==> src/rtl/steer_en_ctrl.sv <==
`default_nettype none
// ============================================================================
// Module   : steer_en_ctrl
// Purpose  : Rider detection and steering-enable controller. Paces A2D
//            conversions with a periodic nxt pulse and qualifies the summed
//            load-cell weight and balance before enabling steering.
// Options  : `STEER_DIFF_CHK_EN enables the left/right imbalance checks.
// Revision : 1.0 - initial release
// ============================================================================
module steer_en_ctrl #(
    parameter int          FAST_SIM     = 0,
    parameter logic [11:0] MIN_RIDER_WT = 12'h200,
    parameter logic [11:0] WT_HYST      = 12'h040,
    parameter int          NXT_PERIOD   = 2048
) (
    input  logic        clk,
    input  logic        rst,
    input  logic [11:0] lft_ld,
    input  logic [11:0] rght_ld,
    output logic        nxt,
    output logic        en_steer,
    output logic        rider_off
);

    localparam int                 c_CNT_W   = $clog2(NXT_PERIOD);
    localparam logic [c_CNT_W-1:0] c_CNT_LAST = c_CNT_W'(NXT_PERIOD - 1);
    localparam logic [12:0]        c_ON_THR  = {1'b0, MIN_RIDER_WT};
    localparam logic [12:0]        c_OFF_THR = {1'b0, MIN_RIDER_WT - WT_HYST};

    localparam logic [1:0] c_IDLE  = 2'd0;
    localparam logic [1:0] c_WAIT  = 2'd1;
    localparam logic [1:0] c_STEER = 2'd2;

    logic [c_CNT_W-1:0] r_req_cnt;
    logic               r_nxt;
    logic [25:0]        r_tmr;
    logic [1:0]         r_state;
    logic [1:0]         w_nxt_state;
    logic               r_en_steer;
    logic               r_rider_off;
    logic               w_en_steer_d;
    logic               w_rider_off_d;
    logic               w_clr_tmr;
    logic               w_tmr_full;
    logic [12:0]        w_sum;
    logic               w_sum_gt_min;
    logic               w_sum_lt_min;
    logic               w_diff_gt_1_4;
    logic               w_diff_gt_15_16;

    // ---------------- conversion request generator ----------------
    always_ff @(posedge clk) begin
        if (rst) begin
            r_req_cnt <= '0;
            r_nxt     <= 1'b0;
        end else begin
            r_nxt     <= (r_req_cnt == c_CNT_LAST);
            r_req_cnt <= (r_req_cnt == c_CNT_LAST) ? '0 : r_req_cnt + 1'b1;
        end
    end

    // ---------------- weight arithmetic ----------------
    assign w_sum        = {1'b0, lft_ld} + {1'b0, rght_ld};
    assign w_sum_gt_min = (w_sum > c_ON_THR);
    assign w_sum_lt_min = (w_sum < c_OFF_THR);

`ifdef STEER_DIFF_CHK_EN
    logic [11:0] w_diff;
    assign w_diff          = (lft_ld >= rght_ld) ? (lft_ld - rght_ld) : (rght_ld - lft_ld);
    assign w_diff_gt_1_4   = ({1'b0, w_diff} > (w_sum >> 2));
    assign w_diff_gt_15_16 = ({1'b0, w_diff} > (w_sum - (w_sum >> 4)));
`else
    assign w_diff_gt_1_4   = 1'b0;
    assign w_diff_gt_15_16 = 1'b0;
`endif

    // ---------------- balance timer (saturating) ----------------
    always_ff @(posedge clk) begin
        if (rst || w_clr_tmr) begin
            r_tmr <= '0;
        end else if (r_tmr != '1) begin
            r_tmr <= r_tmr + 26'd1;
        end
    end

    generate
        if (FAST_SIM != 0) begin : g_tmr_fast
            assign w_tmr_full = &r_tmr[14:0];
        end else begin : g_tmr_full
            assign w_tmr_full = &r_tmr;
        end
    endgenerate

    // ---------------- state machine ----------------
    always_ff @(posedge clk) begin
        if (rst) begin
            r_state     <= c_IDLE;
            r_en_steer  <= 1'b0;
            r_rider_off <= 1'b1;
        end else begin
            r_state     <= w_nxt_state;
            r_en_steer  <= w_en_steer_d;
            r_rider_off <= w_rider_off_d;
        end
    end

    // Weight loss beats imbalance, imbalance beats timer expiry.
    always_comb begin
        w_nxt_state = r_state;
        w_clr_tmr   = 1'b0;
        case (r_state)
            c_IDLE: begin
                if (w_sum_gt_min) begin
                    w_nxt_state = c_WAIT;
                    w_clr_tmr   = 1'b1;
                end
            end
            c_WAIT: begin
                if (w_sum_lt_min) begin
                    w_nxt_state = c_IDLE;
                end else if (w_diff_gt_1_4) begin
                    w_clr_tmr   = 1'b1;
                end else if (w_tmr_full) begin
                    w_nxt_state = c_STEER;
                end
            end
            c_STEER: begin
                if (w_sum_lt_min) begin
                    w_nxt_state = c_IDLE;
                end else if (w_diff_gt_15_16) begin
                    w_nxt_state = c_WAIT;
                    w_clr_tmr   = 1'b1;
                end
            end
            default: begin
                w_nxt_state = c_IDLE;
            end
        endcase
    end

    always_comb begin
        w_en_steer_d  = (w_nxt_state == c_STEER);
        w_rider_off_d = (w_nxt_state == c_IDLE);
    end

    assign nxt       = r_nxt;
    assign en_steer  = r_en_steer;
    assign rider_off = r_rider_off;

endmodule
`default_nettype wire

==> config.mk <==
export PLATFORM = sky130hd
export DESIGN_NAME = steer_en_ctrl
export DESIGN_NICKNAME = d
export VERILOG_FILES = /design/src/rtl/steer_en_ctrl.sv
export SDC_FILE = /design/constraint.sdc
export NUM_CORES = 1
export LEC_CHECK = 0
export ABC_CLOCK_PERIOD_IN_PS = 3000
export CAP_MARGIN = 10
export CORE_MARGIN = 5
export CORE_UTILIZATION = 55
export CTS_BUF_LIST = sky130_fd_sc_hd__clkbuf_16
export CTS_CLUSTER_SIZE = 28
export DETAILED_ROUTE_END_ITERATION = 10
export PLACE_DENSITY = 0.86
export SETUP_SLACK_MARGIN = 0.3
export SKIP_CTS_REPAIR_TIMING = 1
export SLEW_MARGIN = 20
export SYNTH_ARGS = -nofsm -noshare
export SYNTH_HDL_FRONTEND = slang
export SYNTH_SLANG_ARGS = --single-unit
==> constraint.sdc <==
create_clock -name clk -period 3 [get_ports clk]
set_input_delay 0.45 -clock clk [delete_from_list [all_inputs] [get_ports clk]]
set_output_delay 0.45 -clock clk [all_outputs]
set_load 0.01 [all_outputs]
==> flow_summary.rst, run 1 <==
.. list-table::
   :header-rows: 1

   * - Metric
     - Value
   * - Worst-skew pair later-pin latency
     - 0.28 ns
   * - Average footprint of a synthesized cell
     - 8.65 um^2
   * - Slack of the critical path
     - 0.208 ns
   * - Mapped Area
     - 0.00246 mm^2
   * - Max-cap check violation count
     - 0
   * - Average detailed-routed wire length per instance
     - 18.0 um
   * - Initial core utilization
     - 56.4%
   * - Count of final max-slew check failures
     - 0
   * - ANT cells
     - 0
   * - Antenna violations before repair
     - 0
   * - Maximum count of clock buffers along a single path
     - 2
   * - Cell leakage power
     - 1.30 nW
   * - Cells after Synth
     - 284
   * - Number of fill cells
     - 249
   * - Number of ports placed on the die boundary
     - 29
   * - Most area-hungry cell type in the Yosys netlist
     - sky130_fd_sc_hd__dfxtp_1
   * - Nature of the critical path startpoint
     - primary input
   * - Total track usage
     - 18.0%
   * - Worst max-slew margin expressed relative to the limit
     - 55.9%
   * - Number of non-filler instances in the completed layout
     - 384
   * - Vias in the first global route
     - 2148
   * - Pin count of the biggest net entering global routing
     - 15
   * - Via-per-instance ratio
     - 6.10
   * - Post-route setup TNS
     - 0 ns
   * - Library cells used by synthesis
     - 43
   * - Total length of routed wires
     - 6.91 mm
   * - Layout Area Growth over Synthesis
     - 40.5%
   * - Share of post-route cells with drive strength above 1
     - 24.7%
   * - Async set or reset register ratio after synthesis
     - 0%
   * - Vias after detailed routing
     - 2342
   * - Global placement routability congestion
     - 0.860
   * - Worst slew pin tran
     - 0.653 ns
   * - Maximum achievable frequency
     - 358 MHz
   * - Global-route wire length before repair
     - 8.81 mm
   * - Iter 0 DRT Violations
     - 140
   * - Number of CTS-inserted buffers
     - 5
   * - Power density over the cells
     - 434 mW/mm^2
   * - Synth warnings
     - 0
   * - Most frequent standard cell in the layout excluding fill and tap cells
     - sky130_fd_sc_hd__dfxtp_1
   * - Post-synthesis net count
     - 325
   * - Detailed-routing iteration count for the pre-antenna-repair pass
     - 4
   * - Post-route DRC
     - 0
   * - Number of setup violations in the final report
     - 0
   * - Flops & latches, synth
     - 42
   * - Post-route ant nets
     - 0
   * - Level count of the clock H-tree
     - 2
   * - Hold Fails Final Rpt
     - 0
   * - Synth top area cells
     - sky130_fd_sc_hd__dfxtp_1, sky130_fd_sc_hd__xor2_1, sky130_fd_sc_hd__nor2_1
   * - Number of flops mapped to enable cells by yosys
     - 0
   * - Master cell of the clock root buffer
     - sky130_fd_sc_hd__clkbuf_16
   * - Final-stage net count
     - 372
   * - Full die area
     - 0.00590 mm^2
   * - Status
     - complete, no violations
   * - Category of the critical setup timing path
     - in2reg
   * - Endpoint arrival time on the critical path
     - 3.01 ns
   * - TritonCTS clock tree
     - yes
   * - Number of cells after detailed placement
     - 370
   * - Most common flop cell mapped by yosys
     - sky130_fd_sc_hd__dfxtp_1
   * - Grt ovf
     - 0
   * - Clk slew on worst S/H paths
     - 0.06 ns
   * - Number of rows created at floorplan
     - 24
   * - Post-Place Worst Slack
     - -0.330 ns
   * - Crit path required time
     - 3.22 ns
   * - Unrepaired setup endpoints after global routing
     - no
   * - DP Wirelength
     - 3.93 mm
   * - CTS sink count
     - 42
   * - Post-synth top area share
     - 34.2%
   * - IO Port Bufs
     - 28
   * - Post-route fraction of the period consumed by the critical path
     - 93.1%
   * - Horizontal die dimension
     - 76.8 um
   * - Critical Path End Type
     - flop
   * - Hold Path Class
     - reg2reg
   * - Sequential element share of the synthesized area
     - 34.2%
   * - Height of the chip
     - 76.8 um
   * - Most used cells in the layout excluding fill and tap cells
     - sky130_fd_sc_hd__dfxtp_1, sky130_fd_sc_hd__nor2_1, sky130_fd_sc_hd__nand2_1
   * - Peak ir drop on the vdd network
     - 0.382 mV
   * - Max Fanout on Critical Path
     - 7
   * - Final critical path time including I/O delays and setup
     - 2.79 ns
   * - Area of the core region
     - 0.00435 mm^2
   * - Final worst clock skew
     - 0.00340 ns
[worst max-delay path, cell delays in order]
cell and delay, ns:
sky130_fd_sc_hd__clkbuf_2 0.10, sky130_fd_sc_hd__ha_4 0.16, sky130_fd_sc_hd__fa_2 0.39, sky130_fd_sc_hd__a211oi_4 0.27, sky130_fd_sc_hd__o21ai_4 0.14, sky130_fd_sc_hd__xnor2_2 0.24, sky130_fd_sc_hd__nand4_1 0.22, sky130_fd_sc_hd__nor4_4 0.42
sky130_fd_sc_hd__o221ai_4 0.27, sky130_fd_sc_hd__clkbuf_16 0.25, sky130_fd_sc_hd__nor2_2 0.09
[layout make-up]
class / instances / area, um^2 / area share, %
tap: 52 / 65.1 / 1.88
inverter: 6 / 22.5 / 0.652
clock buffer: 5 / 125 / 3.62
timing repair buffer: 46 / 502 / 14.5
clock inverter: 3 / 18.8 / 0.543
multi-input combinational: 230 / 1880 / 54.4
sequential: 42 / 841 / 24.3
[flip-flops by register name, summed over array words and instances, names as in the netlist]
signal,flops
r_state,2
nxt,1
en_steer,1
r_tmr,26
rider_off,1
r_req_cnt,11
[layer usage]
metal,vias up,global-route usage (%),share of wire (%),wire length [um]
met4,0,7.17,5.6,386
met2,94,34.8,54,3710
li1,1095,-,-,-
met3,36,3.40,4.4,302
met1,1117,18.7,36,2510
met5,-,0,0,0
[final timing paths]
check                           from                 endpoint  slack [ns]  cells past startpoint
min reg2reg  r_req_cnt[0]$_SDFF_PP0_  r_req_cnt[0]$_SDFF_PP0_        0.45                      1
max                       rght_ld[0]    r_tmr[5]$_SDFFE_PP0N_        0.21                     11
min          r_req_cnt[0]$_SDFF_PP0_  r_req_cnt[0]$_SDFF_PP0_        0.45                      1
max reg2reg    r_tmr[3]$_SDFFE_PP0N_   r_tmr[20]$_SDFFE_PP0N_        0.48                      7
[metrics by stage]
step | cell area (um^2) | hold WS (ns) | util [%] | power, mW
floorplan | 2460 | 0.418 | - | 0.763
global placement | 2880 | 0.427 | 66.2 | 0.853
detailed placement | 2880 | 0.442 | 66.2 | 0.863
CTS | 3030 | 0.455 | 69.5 | 1.38
global route | 3450 | 0.484 | 79.3 | 1.56
finish | 3450 | 0.454 | 79.3 | 1.50
[report_power, final]
part / total (mW) / switching, mW / internal, mW
sequential: 0.576 / 0.00853 / 0.567
clock: 0.530 / 0.222 / 0.308
combinational: 0.394 / 0.201 / 0.192
total: 1.50 / 0.432 / 1.07
[synthesized netlist by cell type, drive strengths merged (2+ instances only)]
| library cell | instances |
|---|---|
| xor2 | 22 |
| nand2 | 23 |
| nor4 | 3 |
| clkbuf | 3 |
| ha | 14 |
| xnor2 | 15 |
| nand4 | 12 |
| o21ai | 6 |
| a22oi | 2 |
| o21a | 2 |
| and2 | 2 |
| buf | 3 |
| mux2i | 3 |
| o211ai | 3 |
| inv | 6 |
| and4 | 2 |
| a211oi | 7 |
| a31oi | 2 |
| and3 | 10 |
| nand3 | 11 |
| a21oi | 10 |
| nor3 | 6 |
| a21o | 5 |
| dfxtp | 42 |
| nor2 | 57 |
[cells by family after synthesis]
family / share of synthesized area [%]
AND/OR/NAND/NOR: 27.5
buffers and inverters: 2.49
AO/OA/AOI/OAI: 13.4
multiplexers: 1.22
XOR/XNOR: 13.2
flip-flops: 34.2
adder cells (fa/ha/maj): 7.94
Power figures use the tool's default switching activity.
==> inputs of run 2 (changes only) <==
--- a/config.mk
+++ b/config.mk
@@ -5,7 +5,6 @@
 export SDC_FILE = /design/constraint.sdc
 export NUM_CORES = 1
 export LEC_CHECK = 0
-export ABC_CLOCK_PERIOD_IN_PS = 3000
 export CAP_MARGIN = 10
 export CORE_MARGIN = 5
 export CORE_UTILIZATION = 55
==> constraint.sdc (replaced) <==
create_clock -name clk -period 2.7 [get_ports clk]
set_input_delay 0.405 -clock clk [delete_from_list [all_inputs] [get_ports clk]]
set_output_delay 0.405 -clock clk [all_outputs]
set_load 0.01 [all_outputs]
==> run 2 against run 1 <==
  * Via count is essentially flat
  * Cell area rose by 5.9%
  * Clock skew is essentially flat
==> flow_summary.rst, run 2 (synthesis results as in run 1) <==
.. list-table::
   :header-rows: 1

   * - Metric
     - Value
   * - ANT cells
     - 0
   * - Max FFs per register
     - 26
   * - Final critical path time including I/O delays and setup
     - 2.58 ns
   * - IO Port Bufs
     - 28
   * - Number of non-filler instances in the completed layout
     - 392
   * - Vias in the first global route
     - 2124
   * - Via-per-instance ratio
     - 5.98
   * - Fraction of power spent switching nets
     - 27.9%
   * - Cell repeated most along the worst path
     - sky130_fd_sc_hd__nor2_1
   * - Hold Path Class
     - reg2reg
   * - Horizontal die dimension
     - 76.8 um
   * - Layout Area Growth over Synthesis
     - 48.9%
   * - Relative contribution of sequential cells to total power
     - 35.4%
   * - Final-stage net count
     - 381
   * - Number of ports placed on the die boundary
     - 29
   * - Post-route setup TNS
     - 0 ns
   * - Cell leakage power
     - 1.42 nW
   * - Number of CTS-inserted buffers
     - 5
   * - Critical path cell sequence
     - clkdlybuf4s50_1 > ha_1 > nor2_1 > a21oi_1 > a211oi_2 > o21ai_2 > nor4_4 > o221ai_4 > clkbuf_16 > nor2_1
   * - Max Fanout on Critical Path
     - 6
   * - Share of post-route cells with drive strength above 1
     - 30.6%
   * - Register containing the most flip-flops in the final layout
     - r_tmr
   * - Number of fill cells
     - 224
   * - Master cell of the clock root buffer
     - sky130_fd_sc_hd__clkbuf_16
   * - Total length of routed wires
     - 7.26 mm
   * - Unrepaired setup endpoints after global routing
     - yes
   * - Cell area after layout
     - 0.00366 mm^2
   * - TritonCTS clock tree
     - yes
   * - Number of rows created at floorplan
     - 24
   * - Peak ir drop on the vdd network
     - 0.469 mV
   * - Most used cells in the layout excluding fill and tap cells
     - sky130_fd_sc_hd__dfxtp_1, sky130_fd_sc_hd__nor2_1, sky130_fd_sc_hd__nand2_1
   * - Worst slew pin tran
     - 0.456 ns
   * - Delay of the slowest cell on the worst path
     - 0.43 ns
   * - Maximum count of clock buffers along a single path
     - 2
   * - Placed instance area
     - 0.00299 mm^2
   * - Nature of the critical path startpoint
     - primary input
   * - Average detailed-routed wire length per instance
     - 18.5 um
   * - Post-route fraction of the period consumed by the critical path
     - 95.6%
   * - Vias after detailed routing
     - 2344
   * - Level count of the clock H-tree
     - 2
   * - Initial core utilization
     - 56.4%
   * - Category of the critical setup timing path
     - in2reg
   * - Max-cap check violation count
     - 0
   * - Maximum achievable frequency
     - 388 MHz
   * - Endpoint arrival time on the critical path
     - 2.81 ns
   * - Clk slew on worst S/H paths
     - 0.06 ns
   * - Number of setup violations in the final report
     - 0
   * - Post-route ant nets
     - 0
   * - Number of cells after detailed placement
     - 381
   * - Power density over the cells
     - 495 mW/mm^2
   * - P_int
     - 1.30 mW
   * - Pin count of the biggest net entering global routing
     - 13
   * - Global placement routability congestion
     - 0.821
   * - Most frequent standard cell in the layout excluding fill and tap cells
     - sky130_fd_sc_hd__dfxtp_1
   * - Iter 0 DRT Violations
     - 77
   * - Clock share of power
     - 37.0%
   * - Registers with the highest flip-flop counts
     - r_tmr: 26 flops, r_req_cnt: 11 flops, r_state: 2 flops
   * - DP Wirelength
     - 3.94 mm
   * - Status
     - complete, no violations
   * - Final worst clock skew
     - 0.00307 ns
   * - Height of the chip
     - 76.8 um
   * - Detailed-routing iteration count for the pre-antenna-repair pass
     - 4
   * - Critical Path End Type
     - flop
   * - Sw power
     - 0.505 mW
   * - Post-route DRC
     - 0
   * - Crit path required time
     - 2.93 ns
   * - Grt ovf
     - 0
   * - CTS sink count
     - 42
   * - Combinational group share of total power
     - 27.7%
   * - Worst-skew pair later-pin latency
     - 0.29 ns
   * - Area of the core region
     - 0.00435 mm^2
   * - Full die area
     - 0.00590 mm^2
   * - Count of final max-slew check failures
     - 0
   * - Total track usage
     - 17.9%
   * - Worst max-slew margin expressed relative to the limit
     - 69.6%
   * - Global-route wire length before repair
     - 8.81 mm
   * - Hold Fails Final Rpt
     - 0
   * - Antenna violations before repair
     - 0
   * - Highest-delay cell along the critical path
     - sky130_fd_sc_hd__clkdlybuf4s50_1
run 2: cell types whose count changed in the layout (fill, tap and decap cells not counted), sizes merged:
cell	change
clkdlybuf4s50	-6
clkbuf	-1
dlymetal6s2s	+5
buf	+11
clkinv	-1
inv	-1
bufinv	+1
run 2: cell type report:
type / count / area (um^2) / area share (%)
Clock buffer: 5 / 125 / 3.42
Inverter: 6 / 22.5 / 0.616
Sequential cell: 42 / 841 / 23.0
Timing Repair Buffer: 55 / 589 / 16.1
Tap cell: 52 / 65.1 / 1.78
Multi-Input combinational cell: 230 / 1980 / 54.2
Clock inverter: 2 / 33.8 / 0.923
run 2: through the flow:
step / hold WS [ns] / total power, mW / util [%] / setup WS, ns
final: 0.504 / 1.81 / 84.0 / 0.119
after global routing: 0.496 / 1.87 / 84.0 / -0.00920
after CTS: 0.453 / 1.65 / 72.2 / -0.138
after detailed placement: 0.436 / 0.991 / 68.6 / -0.435
after global placement: 0.428 / 0.978 / 68.6 / -0.296
after floorplan: 0.418 / 0.852 / - / 0.271
run 2: worst max-delay path, delay by kind of cell:
| kind | cells | cell delay (ns) |
|---|---|---|
| fa+ha+maj | 1 | 0.40 |
| buf+inv | 2 | 0.67 |
| simple gates | 3 | 0.58 |
| compound gates | 4 | 0.76 |
run 2: power groups by stage:
stage               Combinational (mW)  Sequential (mW)  Clock (mW)
floorplan                        0.200            0.652           0
global placement                 0.326            0.652           0
detailed placement               0.339            0.652           0
CTS                              0.341            0.639       0.667
global route                     0.532            0.640       0.697
finish                           0.501            0.640       0.669
run 2: per-layer routing:
| metal | up-vias | routed length (um) | GRT usage, % |
|---|---|---|---|
| li1 | 1119 | - | - |
| met1 | 1133 | 2800 | 19.8 |
| met2 | 66 | 3930 | 31.4 |
| met3 | 26 | 245 | 4.22 |
| met4 | 0 | 288 | 9.44 |
| met5 | - | 0 | 0 |
run 2: worst paths after layout:
path | from | to | slack (ns) | depth (start not counted)
min reg2reg | r_req_cnt[0]$_SDFF_PP0_ | r_req_cnt[0]$_SDFF_PP0_ | 0.50 | 1
min | r_req_cnt[0]$_SDFF_PP0_ | r_req_cnt[0]$_SDFF_PP0_ | 0.50 | 1
max reg2reg | r_tmr[3]$_SDFFE_PP0N_ | r_tmr[23]$_SDFFE_PP0N_ | 0.55 | 7
max | rght_ld[11] | r_tmr[20]$_SDFFE_PP0N_ | 0.12 | 10
==> inputs of run 3 (changes only) <==
--- a/config.mk
+++ b/config.mk
@@ -7,11 +7,11 @@
 export LEC_CHECK = 0
 export CAP_MARGIN = 10
 export CORE_MARGIN = 5
-export CORE_UTILIZATION = 55
+export CORE_UTILIZATION = 56
 export CTS_BUF_LIST = sky130_fd_sc_hd__clkbuf_16
 export CTS_CLUSTER_SIZE = 28
 export DETAILED_ROUTE_END_ITERATION = 10
-export PLACE_DENSITY = 0.86
+export PLACE_DENSITY = 0.87
 export SETUP_SLACK_MARGIN = 0.3
 export SKIP_CTS_REPAIR_TIMING = 1
 export SLEW_MARGIN = 20
==> run 3 against run 2 <==
  * Non-clock buffer count rose by 1
  * Total power shrank 1.1%
  * Worst hold slack worse by 0.027 ns
  * Worst setup slack got worse by 0.015 ns
  * Sequential power about the same
  * Clock skew rose by 0.00098 ns
  * Core utilization shrank 1.0 points
  * Critical path depth down 1
  * Critical path type unchanged
  * Cell count increased by 0.51%
==> flow_summary.rst, run 3 (synthesis results as in run 1) <==
.. list-table::
   :header-rows: 1

   * - Metric
     - Value
   * - Final-stage net count
     - 382
   * - Final critical path time including I/O delays and setup
     - 2.60 ns
   * - Global Route met2 Usage
     - 33.2%
   * - Critical Path End Type
     - flop
   * - Status
     - complete, no violations
   * - DP Wirelength
     - 4.04 mm
   * - Via-per-instance ratio
     - 6.11
   * - Hold Path Class
     - reg2reg
   * - Number of setup violations in the final report
     - 0
   * - Iter 0 DRT Violations
     - 190
   * - Category of the critical setup timing path
     - in2reg
   * - R2R Path End
     - r_tmr[21]$_SDFFE_PP0N_
   * - Crit path required time
     - 2.87 ns
   * - Detailed-routing iteration count for the pre-antenna-repair pass
     - 5
   * - Full die area
     - 0.00581 mm^2
   * - CTS sink count
     - 42
   * - Number of ports placed on the die boundary
     - 29
   * - Count of final max-slew check failures
     - 0
   * - Nature of the critical path startpoint
     - primary input
   * - Number of non-filler instances in the completed layout
     - 394
   * - Average detailed-routed wire length per instance
     - 19.0 um
   * - Cell count of the worst hold path
     - 1
   * - Height of the chip
     - 76.2 um
   * - Number of rows created at floorplan
     - 24
   * - Horizontal die dimension
     - 76.2 um
   * - R2r setup slk
     - 0.40 ns
   * - Final worst clock skew
     - 0.00404 ns
   * - Cell leakage power
     - 1.38 nW
   * - Endpoint arrival time on the critical path
     - 2.77 ns
   * - Number of cells after detailed placement
     - 382
   * - Number of fill cells
     - 229
   * - Maximum count of clock buffers along a single path
     - 2
   * - Pin count of the biggest net entering global routing
     - 14
   * - Most frequent standard cell in the layout excluding fill and tap cells
     - sky130_fd_sc_hd__dfxtp_1
   * - Crit path to
     - r_tmr[10]$_SDFFE_PP0N_
   * - Max FFs per register
     - 26
   * - TritonCTS clock tree
     - yes
   * - Share of post-route cells with drive strength above 1
     - 29.5%
   * - Met3 capacity usage during global routing
     - 3.55%
   * - Master cell of the clock root buffer
     - sky130_fd_sc_hd__clkbuf_16
   * - Hold Fails Final Rpt
     - 0
   * - Post-route fraction of the period consumed by the critical path
     - 96.1%
   * - Unrepaired setup endpoints after global routing
     - yes
   * - Total length of routed wires
     - 7.48 mm
   * - R2R depth
     - 8
   * - Post-route DRC
     - 0
   * - Post-route ant nets
     - 0
   * - Source of the critical timing path
     - rght_ld[7]
   * - Max Fanout on Critical Path
     - 7
   * - Total track usage
     - 19.3%
   * - FF-to-FF Start
     - r_tmr[3]$_SDFFE_PP0N_
   * - Vias after detailed routing
     - 2409
   * - Post-Route Utilization
     - 83.0%
   * - Met1 usage
     - 22.5%
   * - Registers with the highest flip-flop counts
     - r_tmr: 26 flops, r_req_cnt: 11 flops, r_state: 2 flops
   * - Initial core utilization
     - 57.2%
   * - Maximum achievable frequency
     - 385 MHz
   * - Worst slew pin tran
     - 0.509 ns
   * - Vias in the first global route
     - 2238
   * - Clk slew on worst S/H paths
     - 0.06 ns
   * - Worst-skew pair later-pin latency
     - 0.29 ns
   * - ANT cells
     - 0
   * - IO Port Bufs
     - 28
   * - Peak ir drop on the vdd network
     - 0.457 mV
   * - Antenna violations before repair
     - 0
   * - Number of CTS-inserted buffers
     - 5
   * - GRT busiest layer
     - met2
   * - Layout Area Growth over Synthesis
     - 45.0%
   * - Register containing the most flip-flops in the final layout
     - r_tmr
   * - Max-cap check violation count
     - 0
   * - Global-route wire length before repair
     - 9.50 mm
   * - Power density over the cells
     - 502 mW/mm^2
   * - Worst max-slew margin expressed relative to the limit
     - 65.8%
   * - Grt ovf
     - 0
   * - Most used cells in the layout excluding fill and tap cells
     - sky130_fd_sc_hd__dfxtp_1, sky130_fd_sc_hd__nor2_1, sky130_fd_sc_hd__nand2_1, sky130_fd_sc_hd__xor2_1, sky130_fd_sc_hd__buf_4
   * - Level count of the clock H-tree
     - 2
   * - Global placement routability congestion
     - 0.830
   * - Area of the core region
     - 0.00429 mm^2
-- run 3: layout make-up --
cell class	instances	area (um^2)	share of cell area (%)
Multi-Input combinational cell	230	1900	53.3
Sequential cell	42	841	23.6
Timing Repair Buffer	56	571	16.0
Clock buffer	5	125	3.51
Tap cell	52	65.1	1.83
Clock inverter	3	40.0	1.12
Inverter	6	22.5	0.632
-- run 3: metrics by stage --
stage	worst slack, ns	total power, mW	hold slack (ns)	cell area [um^2]	setup TNS (ns)
4_1_cts	-0.254	1.65	0.452	3150	-5.41
5_1_grt	0.00121	1.85	0.488	3560	0
6_report	0.104	1.79	0.477	3560	0
3_3_place_gp	-0.305	0.973	0.427	2980	-7.81
2_1_floorplan	0.271	0.852	0.418	2480	0
3_5_place_dp	-0.444	0.986	0.437	2980	-11.36
-- run 3: how the worst min path moves through the flow --
stage | start | endpoint | slack (ns)
3_3_place_gp | r_req_cnt[0]$_SDFF_PP0_ | r_req_cnt[0]$_SDFF_PP0_ | 0.43
6_report | r_req_cnt[0]$_SDFF_PP0_ | r_req_cnt[0]$_SDFF_PP0_ | 0.48
3_5_place_dp | r_req_cnt[0]$_SDFF_PP0_ | r_req_cnt[0]$_SDFF_PP0_ | 0.44
4_1_cts | r_req_cnt[0]$_SDFF_PP0_ | r_req_cnt[0]$_SDFF_PP0_ | 0.45
2_1_floorplan | r_req_cnt[0]$_SDFF_PP0_ | r_req_cnt[0]$_SDFF_PP0_ | 0.42
5_1_grt | r_req_cnt[0]$_SDFF_PP0_ | r_req_cnt[0]$_SDFF_PP0_ | 0.49
-- run 3: worst max-delay path: stages --
cell,delay [ns]
sky130_fd_sc_hd__clkdlybuf4s50_1,0.50
sky130_fd_sc_hd__ha_4,0.22
sky130_fd_sc_hd__and3_4,0.16
sky130_fd_sc_hd__a2111oi_4,0.44
sky130_fd_sc_hd__or3b_4,0.23
sky130_fd_sc_hd__nand3_2,0.11
sky130_fd_sc_hd__o221ai_4,0.39
sky130_fd_sc_hd__clkbuf_16,0.26
sky130_fd_sc_hd__nor2_2,0.04
-- run 3: per-layer routing --
| layer | part of all wire, % | vias up |
|---|---|---|
| met5 | 0 | - |
| met4 | 6.1 | 0 |
| met3 | 5.0 | 38 |
| met2 | 52 | 94 |
| met1 | 37 | 1155 |
| li1 | - | 1122 |
-- run 3: report_power, final --
part           total, mW  leakage, nW  internal [mW]  switching, mW
logic              0.480        0.959          0.231          0.249
registers          0.641        0.340          0.631         0.0105
clock network      0.668       0.0836          0.432          0.235
